==> config.mk <==
export PLATFORM = sky130hd
export DESIGN_NAME = branch_predict_unit_flat
export DESIGN_NICKNAME = d
export VERILOG_FILES = /design/src/rtl/branch_predict_unit_pkg.sv /design/src/rtl/branch_predict_unit_if.sv /design/src/rtl/branch_predict_unit_bht.sv /design/src/rtl/branch_predict_unit.sv /design/src/flat_wrapper.sv
export SDC_FILE = /design/constraint.sdc
export NUM_CORES = 1
export LEC_CHECK = 0
export CAP_MARGIN = 5
export CORE_MARGIN = 2
export CORE_UTILIZATION = 50
export CTS_CLUSTER_SIZE = 14
export DETAILED_ROUTE_END_ITERATION = 10
export GPL_ROUTABILITY_DRIVEN = 0
export GPL_TIMING_DRIVEN = 0
export HOLD_SLACK_MARGIN = 0.08
export PLACE_DENSITY = 0.86
export SYNTH_ARGS = -nofsm -noshare
export SYNTH_HDL_FRONTEND = slang
export SYNTH_HIERARCHICAL = 1
export SYNTH_SLANG_ARGS = --single-unit
==> constraint.sdc <==
create_clock -name clk -period 6 [get_ports clk]
set_input_delay 0.6 -clock clk [delete_from_list [all_inputs] [get_ports clk]]
set_output_delay 0.6 -clock clk [all_outputs]
set_load 0.005 [all_outputs]
==> src/rtl/branch_predict_unit_pkg.sv <==
`default_nettype none
//============================================================================
// Module   : branch_predict_unit_pkg
// Brief    : Shared opcode, branch-condition and 2-bit counter definitions.
// Revision : 1.0 - initial release
//============================================================================
package branch_predict_unit_pkg;

    localparam logic [4:0] OPCODE_BRANCH = 5'b11000;
    localparam logic [4:0] OPCODE_JAL    = 5'b11011;
    localparam logic [4:0] OPCODE_JALR   = 5'b11001;

    localparam logic [2:0] BR_BEQ  = 3'b000;
    localparam logic [2:0] BR_BNE  = 3'b001;
    localparam logic [2:0] BR_BLT  = 3'b100;
    localparam logic [2:0] BR_BGE  = 3'b101;
    localparam logic [2:0] BR_BLTU = 3'b110;
    localparam logic [2:0] BR_BGEU = 3'b111;

    typedef enum logic [1:0] {
        SNT = 2'b00,
        WNT = 2'b01,
        WT  = 2'b10,
        ST  = 2'b11
    } cnt_state_e;

    // Saturating 2-bit counter step toward the resolved direction.
    function automatic logic [1:0] satStep(input logic [1:0] cnt, input logic taken);
        logic [1:0] nxt;
        nxt = cnt;
        if (taken) begin
            if (cnt != ST) nxt = cnt + 2'd1;
        end else begin
            if (cnt != SNT) nxt = cnt - 2'd1;
        end
        return nxt;
    endfunction

endpackage : branch_predict_unit_pkg
`default_nettype wire

==> src/rtl/branch_predict_unit_if.sv <==
`default_nettype none
//============================================================================
// Module   : branch_predict_unit_if
// Brief    : Fetch lookup, execute resolution and statistics bundle.
// Revision : 1.0 - initial release
//============================================================================
interface branch_predict_unit_if #(
    parameter int PC_W   = 32,
    parameter int STAT_W = 16
);
    logic              f_valid;
    logic [PC_W-1:0]   f_pc;
    logic              pred_valid;
    logic              pred_taken;
    logic              ex_valid;
    logic [PC_W-1:0]   ex_pc;
    logic [4:0]        opcode;
    logic [2:0]        funct3;
    logic              cf;
    logic              zf;
    logic              vf;
    logic              sf;
    logic              ex_pred_taken;
    logic              br_taken;
    logic              mispredict;
    logic [STAT_W-1:0] branch_cnt;
    logic [STAT_W-1:0] mispredict_cnt;

    modport master (
        output f_valid, f_pc, ex_valid, ex_pc, opcode, funct3,
               cf, zf, vf, sf, ex_pred_taken,
        input  pred_valid, pred_taken, br_taken, mispredict,
               branch_cnt, mispredict_cnt
    );

    modport slave (
        input  f_valid, f_pc, ex_valid, ex_pc, opcode, funct3,
               cf, zf, vf, sf, ex_pred_taken,
        output pred_valid, pred_taken, br_taken, mispredict,
               branch_cnt, mispredict_cnt
    );
endinterface : branch_predict_unit_if
`default_nettype wire

==> src/rtl/branch_predict_unit_bht.sv <==
`default_nettype none
//============================================================================
// Module   : bht_table
// Brief    : 2-bit saturating counter array with write-bypassed lookup.
// Revision : 1.0 - initial release
//============================================================================
module bht_table
    import branch_predict_unit_pkg::*;
#(
    parameter int         IDX_BITS = 4,
    parameter logic [1:0] CNT_INIT = 2'b01
) (
    input  wire logic                clk,
    input  wire logic                rst,
    input  wire logic                i_rdEn,
    input  wire logic [IDX_BITS-1:0] i_rdIdx,
    input  wire logic                i_wrEn,
    input  wire logic [IDX_BITS-1:0] i_wrIdx,
    input  wire logic                i_wrTaken,
    output logic                     o_rdTaken
);
    localparam int c_DEPTH = 1 << IDX_BITS;

    logic [1:0] r_cnt [c_DEPTH];
    logic       r_rdTaken;
    logic [1:0] w_wrNext;
    logic [1:0] w_rdCnt;

    // A lookup colliding with this cycle's update sees the new counter value.
    always_comb begin
        w_wrNext = satStep(r_cnt[i_wrIdx], i_wrTaken);
        w_rdCnt  = r_cnt[i_rdIdx];
        if (i_wrEn && (i_wrIdx == i_rdIdx)) w_rdCnt = w_wrNext;
    end

    always_ff @(posedge clk) begin
        if (rst) begin
            for (int i = 0; i < c_DEPTH; i++) r_cnt[i] <= CNT_INIT;
            r_rdTaken <= 1'b0;
        end else begin
            if (i_wrEn) r_cnt[i_wrIdx] <= w_wrNext;
            r_rdTaken <= i_rdEn & w_rdCnt[1];
        end
    end

    assign o_rdTaken = r_rdTaken;

endmodule : bht_table
`default_nettype wire

==> src/rtl/branch_predict_unit.sv <==
`default_nettype none
//============================================================================
// Module   : branch_predict_unit
// Brief    : Bimodal branch predictor with execute-stage resolution and stats.
// Revision : 1.0 - initial release
//============================================================================
module branch_predict_unit
    import branch_predict_unit_pkg::*;
#(
    parameter int         IDX_BITS = 4,
    parameter int         PC_W     = 32,
    parameter logic [1:0] CNT_INIT = 2'b01,
    parameter int         STAT_W   = 16
) (
    input  wire logic           clk,
    input  wire logic           rst,
    branch_predict_unit_if.slave bus
);
    logic [PC_W-1:0]     w_fPc;
    logic [PC_W-1:0]     w_exPc;
    logic [IDX_BITS-1:0] w_fIdx;
    logic [IDX_BITS-1:0] w_exIdx;
    logic                w_isBranch;
    logic                w_isJump;
    logic                w_defined;
    logic                w_cond;
    logic                w_brValid;
    logic                w_brTaken;
    logic                w_mispredict;
    logic                w_predTaken;
    logic                w_unused;

    logic                r_predValid;
    logic [STAT_W-1:0]   r_branchCnt;
    logic [STAT_W-1:0]   r_mispredictCnt;

    assign w_fPc   = bus.f_pc;
    assign w_exPc  = bus.ex_pc;
    assign w_fIdx  = w_fPc[IDX_BITS+1:2];
    assign w_exIdx = w_exPc[IDX_BITS+1:2];

    // Upper PC bits and the halfword offset play no part in indexing.
    assign w_unused = ^{w_fPc[PC_W-1:IDX_BITS+2], w_fPc[1:0],
                        w_exPc[PC_W-1:IDX_BITS+2], w_exPc[1:0]};

    always_comb begin
        w_isBranch = (bus.opcode == OPCODE_BRANCH);
        w_isJump   = (bus.opcode == OPCODE_JAL) || (bus.opcode == OPCODE_JALR);
        w_cond     = 1'b0;
        w_defined  = 1'b1;
        case (bus.funct3)
            BR_BEQ:  w_cond = bus.zf;
            BR_BNE:  w_cond = ~bus.zf;
            BR_BLT:  w_cond = (bus.sf != bus.vf);
            BR_BGE:  w_cond = (bus.sf == bus.vf);
            BR_BLTU: w_cond = ~bus.cf;
            BR_BGEU: w_cond = bus.cf;
            default: w_defined = 1'b0;
        endcase
        w_brValid    = bus.ex_valid & w_isBranch & w_defined;
        w_brTaken    = bus.ex_valid & ((w_isBranch & w_cond) | w_isJump);
        w_mispredict = w_brValid & (w_cond ^ bus.ex_pred_taken);
    end

    bht_table #(
        .IDX_BITS (IDX_BITS),
        .CNT_INIT (CNT_INIT)
    ) u_bht (
        .clk       (clk),
        .rst       (rst),
        .i_rdEn    (bus.f_valid),
        .i_rdIdx   (w_fIdx),
        .i_wrEn    (w_brValid),
        .i_wrIdx   (w_exIdx),
        .i_wrTaken (w_cond),
        .o_rdTaken (w_predTaken)
    );

    always_ff @(posedge clk) begin
        if (rst) begin
            r_predValid     <= 1'b0;
            r_branchCnt     <= '0;
            r_mispredictCnt <= '0;
        end else begin
            r_predValid <= bus.f_valid;
            if (w_brValid && (r_branchCnt != '1))
                r_branchCnt <= r_branchCnt + STAT_W'(1);
            if (w_mispredict && (r_mispredictCnt != '1))
                r_mispredictCnt <= r_mispredictCnt + STAT_W'(1);
        end
    end

    assign bus.pred_valid     = r_predValid;
    assign bus.pred_taken     = w_predTaken;
    assign bus.br_taken       = w_brTaken;
    assign bus.mispredict     = w_mispredict;
    assign bus.branch_cnt     = r_branchCnt;
    assign bus.mispredict_cnt = r_mispredictCnt;

endmodule : branch_predict_unit
`default_nettype wire

==> src/flat_wrapper.sv <==
// flat-port wrapper written by rule: the top's interface ports become plain ports
module branch_predict_unit_flat import branch_predict_unit_pkg::*;
#(
    parameter int         IDX_BITS = 4,
    parameter int         PC_W     = 32,
    parameter logic [1:0] CNT_INIT = 2'b01,
    parameter int         STAT_W   = 16
)
  (clk, rst, bus_f_valid, bus_f_pc, bus_ex_valid, bus_ex_pc, bus_opcode, bus_funct3, bus_cf, bus_zf, bus_vf, bus_sf, bus_ex_pred_taken, bus_pred_valid, bus_pred_taken, bus_br_taken, bus_mispredict, bus_branch_cnt, bus_mispredict_cnt);
  branch_predict_unit_if #(.PC_W(PC_W), .STAT_W(STAT_W)) bus_i ();
  input  wire logic clk;
  input  wire logic rst;
  input wire logic [$bits(bus_i.f_valid)-1:0] bus_f_valid;
  input wire logic [$bits(bus_i.f_pc)-1:0] bus_f_pc;
  input wire logic [$bits(bus_i.ex_valid)-1:0] bus_ex_valid;
  input wire logic [$bits(bus_i.ex_pc)-1:0] bus_ex_pc;
  input wire logic [$bits(bus_i.opcode)-1:0] bus_opcode;
  input wire logic [$bits(bus_i.funct3)-1:0] bus_funct3;
  input wire logic [$bits(bus_i.cf)-1:0] bus_cf;
  input wire logic [$bits(bus_i.zf)-1:0] bus_zf;
  input wire logic [$bits(bus_i.vf)-1:0] bus_vf;
  input wire logic [$bits(bus_i.sf)-1:0] bus_sf;
  input wire logic [$bits(bus_i.ex_pred_taken)-1:0] bus_ex_pred_taken;
  output wire logic [$bits(bus_i.pred_valid)-1:0] bus_pred_valid;
  output wire logic [$bits(bus_i.pred_taken)-1:0] bus_pred_taken;
  output wire logic [$bits(bus_i.br_taken)-1:0] bus_br_taken;
  output wire logic [$bits(bus_i.mispredict)-1:0] bus_mispredict;
  output wire logic [$bits(bus_i.branch_cnt)-1:0] bus_branch_cnt;
  output wire logic [$bits(bus_i.mispredict_cnt)-1:0] bus_mispredict_cnt;
  assign bus_i.f_valid = bus_f_valid;
  assign bus_i.f_pc = bus_f_pc;
  assign bus_i.ex_valid = bus_ex_valid;
  assign bus_i.ex_pc = bus_ex_pc;
  assign bus_i.opcode = bus_opcode;
  assign bus_i.funct3 = bus_funct3;
  assign bus_i.cf = bus_cf;
  assign bus_i.zf = bus_zf;
  assign bus_i.vf = bus_vf;
  assign bus_i.sf = bus_sf;
  assign bus_i.ex_pred_taken = bus_ex_pred_taken;
  assign bus_pred_valid = bus_i.pred_valid;
  assign bus_pred_taken = bus_i.pred_taken;
  assign bus_br_taken = bus_i.br_taken;
  assign bus_mispredict = bus_i.mispredict;
  assign bus_branch_cnt = bus_i.branch_cnt;
  assign bus_mispredict_cnt = bus_i.mispredict_cnt;
  branch_predict_unit #(.IDX_BITS(IDX_BITS), .PC_W(PC_W), .CNT_INIT(CNT_INIT), .STAT_W(STAT_W)) u_core (.clk(clk), .rst(rst), .bus(bus_i));
endmodule
Yosys cells after proc, flatten, opt, wreduce, memory -nomap -nowiden

Memory sizes are Yosys's and may differ from the RTL's.
Index checks and enable logic that the tools add are counted.

Register bits after elaboration: 34
RAM bits: 32
Input bits: 81
Word-level logic and storage cells: 55
Memories: 1

Memory list:

| name               | words | bits a word | read ports | clocked after Yosys merged registers in | wr ports | line                          | RTL |
|---|---|---|---|---|---|---|---|
| u_core.u_bht.r_cnt | 16    | 2           | 2          | 0                                       | 16       | branch_predict_unit_bht.sv:24 | `logic [1:0] r_cnt [c_DEPTH];` |

Add/subtract/negate cells: 4
Eq/ne operators: 14
Mux-type cells: 14
Bitwise logic cells: 10
Reductions and logical operators: 8

Operators by type and width:

| operator                | number |
|---|---|
| $add A16 B1 Y16 const B | 2 |
| $ne A16 B16 Y1 const B  | 2 |
| $eq A5 B5 Y1 const B    | 3 |
| $eq A3 B3 Y1 const B    | 4 |
| $mux W2                 | 5 |
| $mux W1                 | 7 |
| $and A1 B1 Y1           | 6 |
| $pmux W1 S6             | 1 |
| $reduce_or A6 Y1        | 1 |
| $eq A4 B4 Y1            | 1 |
| $mux W4                 | 1 |
| $eq A3 B1 Y1 const B    | 1 |
| $logic_and A1 B1 Y1     | 3 |
| $logic_not A3 Y1        | 1 |
| $add A2 B1 Y2 const B   | 1 |
| $ne A2 B2 Y1 const B    | 1 |
| $not A1 Y1              | 2 |
| $reduce_bool A2 Y1      | 1 |
| $reduce_or A2 Y1        | 1 |
| $sub A2 B1 Y2 const B   | 1 |
| $eq A1 B1 Y1            | 1 |
| $logic_or A1 B1 Y1      | 1 |
| $ne A1 B1 Y1            | 1 |
| $or A1 B1 Y1            | 1 |
| $xor A1 B1 Y1           | 1 |

Longest topological paths before layout

Word-level depth: 9
Mapped depth: 9

By module

Netlist, hierarchy kept.

Modules (own cells, without submodules):

| module              | instances | cells an instance | area each (um^2) |
|---|---|---|---|
| bht_table           | 1         | 155               | 1913.1 |
| branch_predict_unit | 1         | 202               | 1724.2 |

Worst setup path before layout

No wires, ideal clock.

Path kind: input to register
From: in bus_opcode[2]
To: mem u_core.u_bht.r_cnt[13][0] (enable)
Data arrival time: 2332 ps
Required time: 5709 ps
Setup slack: 3376 ps
Cell stages on the path: 7
Cell sequence: nand4b_1 -> or4_4 -> inv_1 -> nand2b_1 -> nor3b_1 -> and3_1 -> or2_2

RTL lines:

| what            | line                          | RTL |
|---|---|---|
| start, declared | flat_wrapper.sv:17            | `input wire logic [$bits(bus_i.opcode)-1:0] bus_opcode;` |
| end, declared   | branch_predict_unit_bht.sv:24 |  |

Worst setup path after layout

From: in bus_ex_valid
To: out bus_mispredict

Longest elaborated chain between the ends: 3

RTL lines:

| what                       | line                      | RTL |
|---|---|---|
| start, declared            | flat_wrapper.sv:15        | `input wire logic [$bits(bus_i.ex_valid)-1:0] bus_ex_valid;` |
| $and A1 B1 Y1 (2 in a row) | branch_predict_unit.sv:60 | `w_brValid = bus.ex_valid & w_isBranch & w_defined;` |
| net u_core.w_brValid       | branch_predict_unit.sv:27 | `logic w_brValid;` |
| $and A1 B1 Y1              | branch_predict_unit.sv:62 | `w_mispredict = w_brValid & (w_cond ^ bus.ex_pred_taken);` |
| end, declared              | flat_wrapper.sv:27        | `output wire logic [$bits(bus_i.mispredict)-1:0] bus_mispredict;` |

The timed path passes the listed nets, and every way through them passes these cells.

==> impl_metrics.ini <==
[outcome]
outcome = finished, final reports clean

[sta]
fin_skew_ns = 0.008700
period_share_pct = 58.68
layout_min_cycle_time_ns = 3.521
setup_tns_ns = 0
finalHoldViolations = 0
fin_ws_ns = 2.479
slew_violations = 0
setup_viol = 0
tightest_slew_ns = 1.082
maxSlewHeadroom_pct = 27.35
grt_setup_unrepaired = false
fmax_ghz = 0.2840

[clock_network]
worstSkewPairLatency_ns = 0.34
cts_tree = done
cts_buffers = 9
holdBufCountCts = 0
post_cts_resized = 0
clock_sinks = 66
cts_setup_buffers = 0
cts_max_level = 3
path_clk_slew_ns = 0.08
cts_buffer_depth = 2
cts-root-buf = clkbuf_8

[synthesis]
synth.net_count = 440
syn_inst = 357
ys_seq_area_share_pct = 45.13
synthAdderAreaFrac_pct = 1.445
yosysMostFrequentCell = nor2_1
ys_top_cells_by_area = edfxtp_1, dfxtp_1, mux4_2
synth_common_cells = nor2_1, dfxtp_1, edfxtp_1
yosys.area.top_type = edfxtp_1
synth_xor_area_share_pct = 5.057
synth_top_area_share_pct = 26.42
synth_warnings = 6
yosysUniqueCellTypes = 48
yosys.area_share.simple_pct = 27.66
synth_compound_area_share_pct = 6.777
syn_area_um2 = 3637
synth_top_family_by_area = simple AND/OR/NAND/NOR gates
syn-mean-instance-area_um2 = 10.19
ys.flop_type = dfxtp_1
synth_seq_cells = 66
synthArstFlopShare_pct = 0
synth-edff-count = 32
muxShareOfSynthArea_pct = 9.838

[critical_path]
cp.arrival_ns = 2.92
critPathCaptureType = primary output
crit_type = in2out
cp.required_ns = 5.40
start_kind = primary input
critical_path.max_fanout = 10

[cells_and_area]
nets = 509
drive_gt1_share_pct = 12.53
fin_area_um2 = 4511
antenna_cells = 0
synthToLayoutAreaGrowth_pct = 24.01

[grt]
grt_usage_pct = 22.58
grt_pass1_wl_um = 13710
grt_pass1_vias = 2869
grt_max_degree = 13
antenna_found_initial = 0
grt-ovfl-total = 0

[detailed_routing]
wirelength_um = 8539
wl_per_cell_um = 16.11
route.detailed.drc = 0
drtAntennaViolNets = 0
first_pass_iters = 4
drtIter0Drc = 161
vias = 3028
drt-vias-per-instance = 5.713

[floorplanning]
initial_utilization_pct = 50.96
core-area_um2 = 7137
ios = 117
placementRows = 31
die_x_um = 89.29
dieArea_um2 = 7973
dieHeight_um = 89.29

[power]
ir_drop_v = 0.0001070
total_power_mw = 0.9033
leakage_nw = 1.458
power.density_nw_per_um2 = 200.3

[placement]
portBuffers = 58
place_hpwl_um = 6165
dpl-instance-area_um2 = 4342
place_ws_ns = 2.451

[job]
max_cap_viol_count = 0

[min_path]
hp-class = reg2reg
## cells by family after synthesis
kind of cell,after synthesis
compound gates,38
xor+xnor,21
flops,66
mux,18
fa+ha+maj,4
simple gates,185
buf+inv,25
## stage by stage
| step | hold slack (ns) | util [%] | instances |
|---|---|---|---|
| 2_1_floorplan | 0.4807 | - | 357 |
| 3_3_place_gp | 0.4795 | 60.83 | 514 |
| 3_5_place_dp | 0.4898 | 60.83 | 514 |
| 4_1_cts | 0.5035 | 63.20 | 530 |
| 5_1_grt | 0.5316 | 63.20 | 530 |
| 6_report | 0.5020 | 63.20 | 530 |
## worst max-delay path, cell delays in order
cell and delay [ns]:
clkdlybuf4s50_1 0.47, nand4b_1 0.12, or4_4 0.53, inv_1 0.22, nand3_4 0.17, buf_6 0.19, inv_1 0.10, clkdlybuf4s50_1 0.51
## per-layer routing
metal / up-vias / GRT usage, % / wire length [um]
met5: - / 0 / 0
met4: 0 / 6.513 / 71
met3: 9 / 6.556 / 670
met2: 121 / 36.36 / 4272
met1: 1439 / 29.86 / 3524
li1: 1459 / - / -
## flip-flops by register name, indices dropped and copies added (netlist names)
register / count
u_core/u_bht/r_cnt: 32
u_core/bus.branch_cnt: 16
u_core/bus.mispredict_cnt: 16
u_core/bus.pred_valid: 1
u_core/u_bht/o_rdTaken: 1
## final timing paths
check,startpoint,end,slack [ns],depth (start not counted)
worst min-delay path,u_core/bus.mispredict_cnt[4]$_SDFFE_PP0P_,u_core/bus.mispredict_cnt[4]$_SDFFE_PP0P_,0.50,2
worst min register to register,u_core/bus.mispredict_cnt[4]$_SDFFE_PP0P_,u_core/bus.mispredict_cnt[4]$_SDFFE_PP0P_,0.50,2
worst max register to register,u_core/bus.mispredict_cnt[0]$_SDFFE_PP0P_,u_core/bus.mispredict_cnt[11]$_SDFFE_PP0P_,3.56,9
worst max-delay path,bus_ex_valid,bus_mispredict,2.48,8
## power breakdown
group          internal [mW]  switching (mW)  total [mW]  leakage (nW)
registers              0.475         0.00263       0.478         0.551
clock network          0.148           0.178       0.327        0.0853
logic                 0.0476          0.0511      0.0988         0.822
## layout by cell type, fill, tap and decap left out, types with 9 or more instances in the layout
cell,Yosys,layout
clkdlybuf4s50_1,0,58
nor2_1,42,42
dfxtp_1,34,34
edfxtp_1,32,32
nand2_1,31,31
nand3_1,27,27
a21oi_1,16,16
xor2_1,16,16
nand2b_1,14,14
o31ai_1,11,11
or4_1,11,11
nand4_1,11,11
mux4_2,10,10
clkbuf_8,0,9
nor2b_1,9,9
## final cells by class
class / instances / area [um2]
multi-input cells: 266 / 1847
inverters: 5 / 18.77
clock buffers: 9 / 123.9
well taps: 99 / 123.9
flip-flops and latches: 66 / 1642
fillers: 610 / 2626
clock inverters: 7 / 45.04
repair buffers: 58 / 580.6
plain buffers: 20 / 130.1
(Power assumes the default switching activity.)
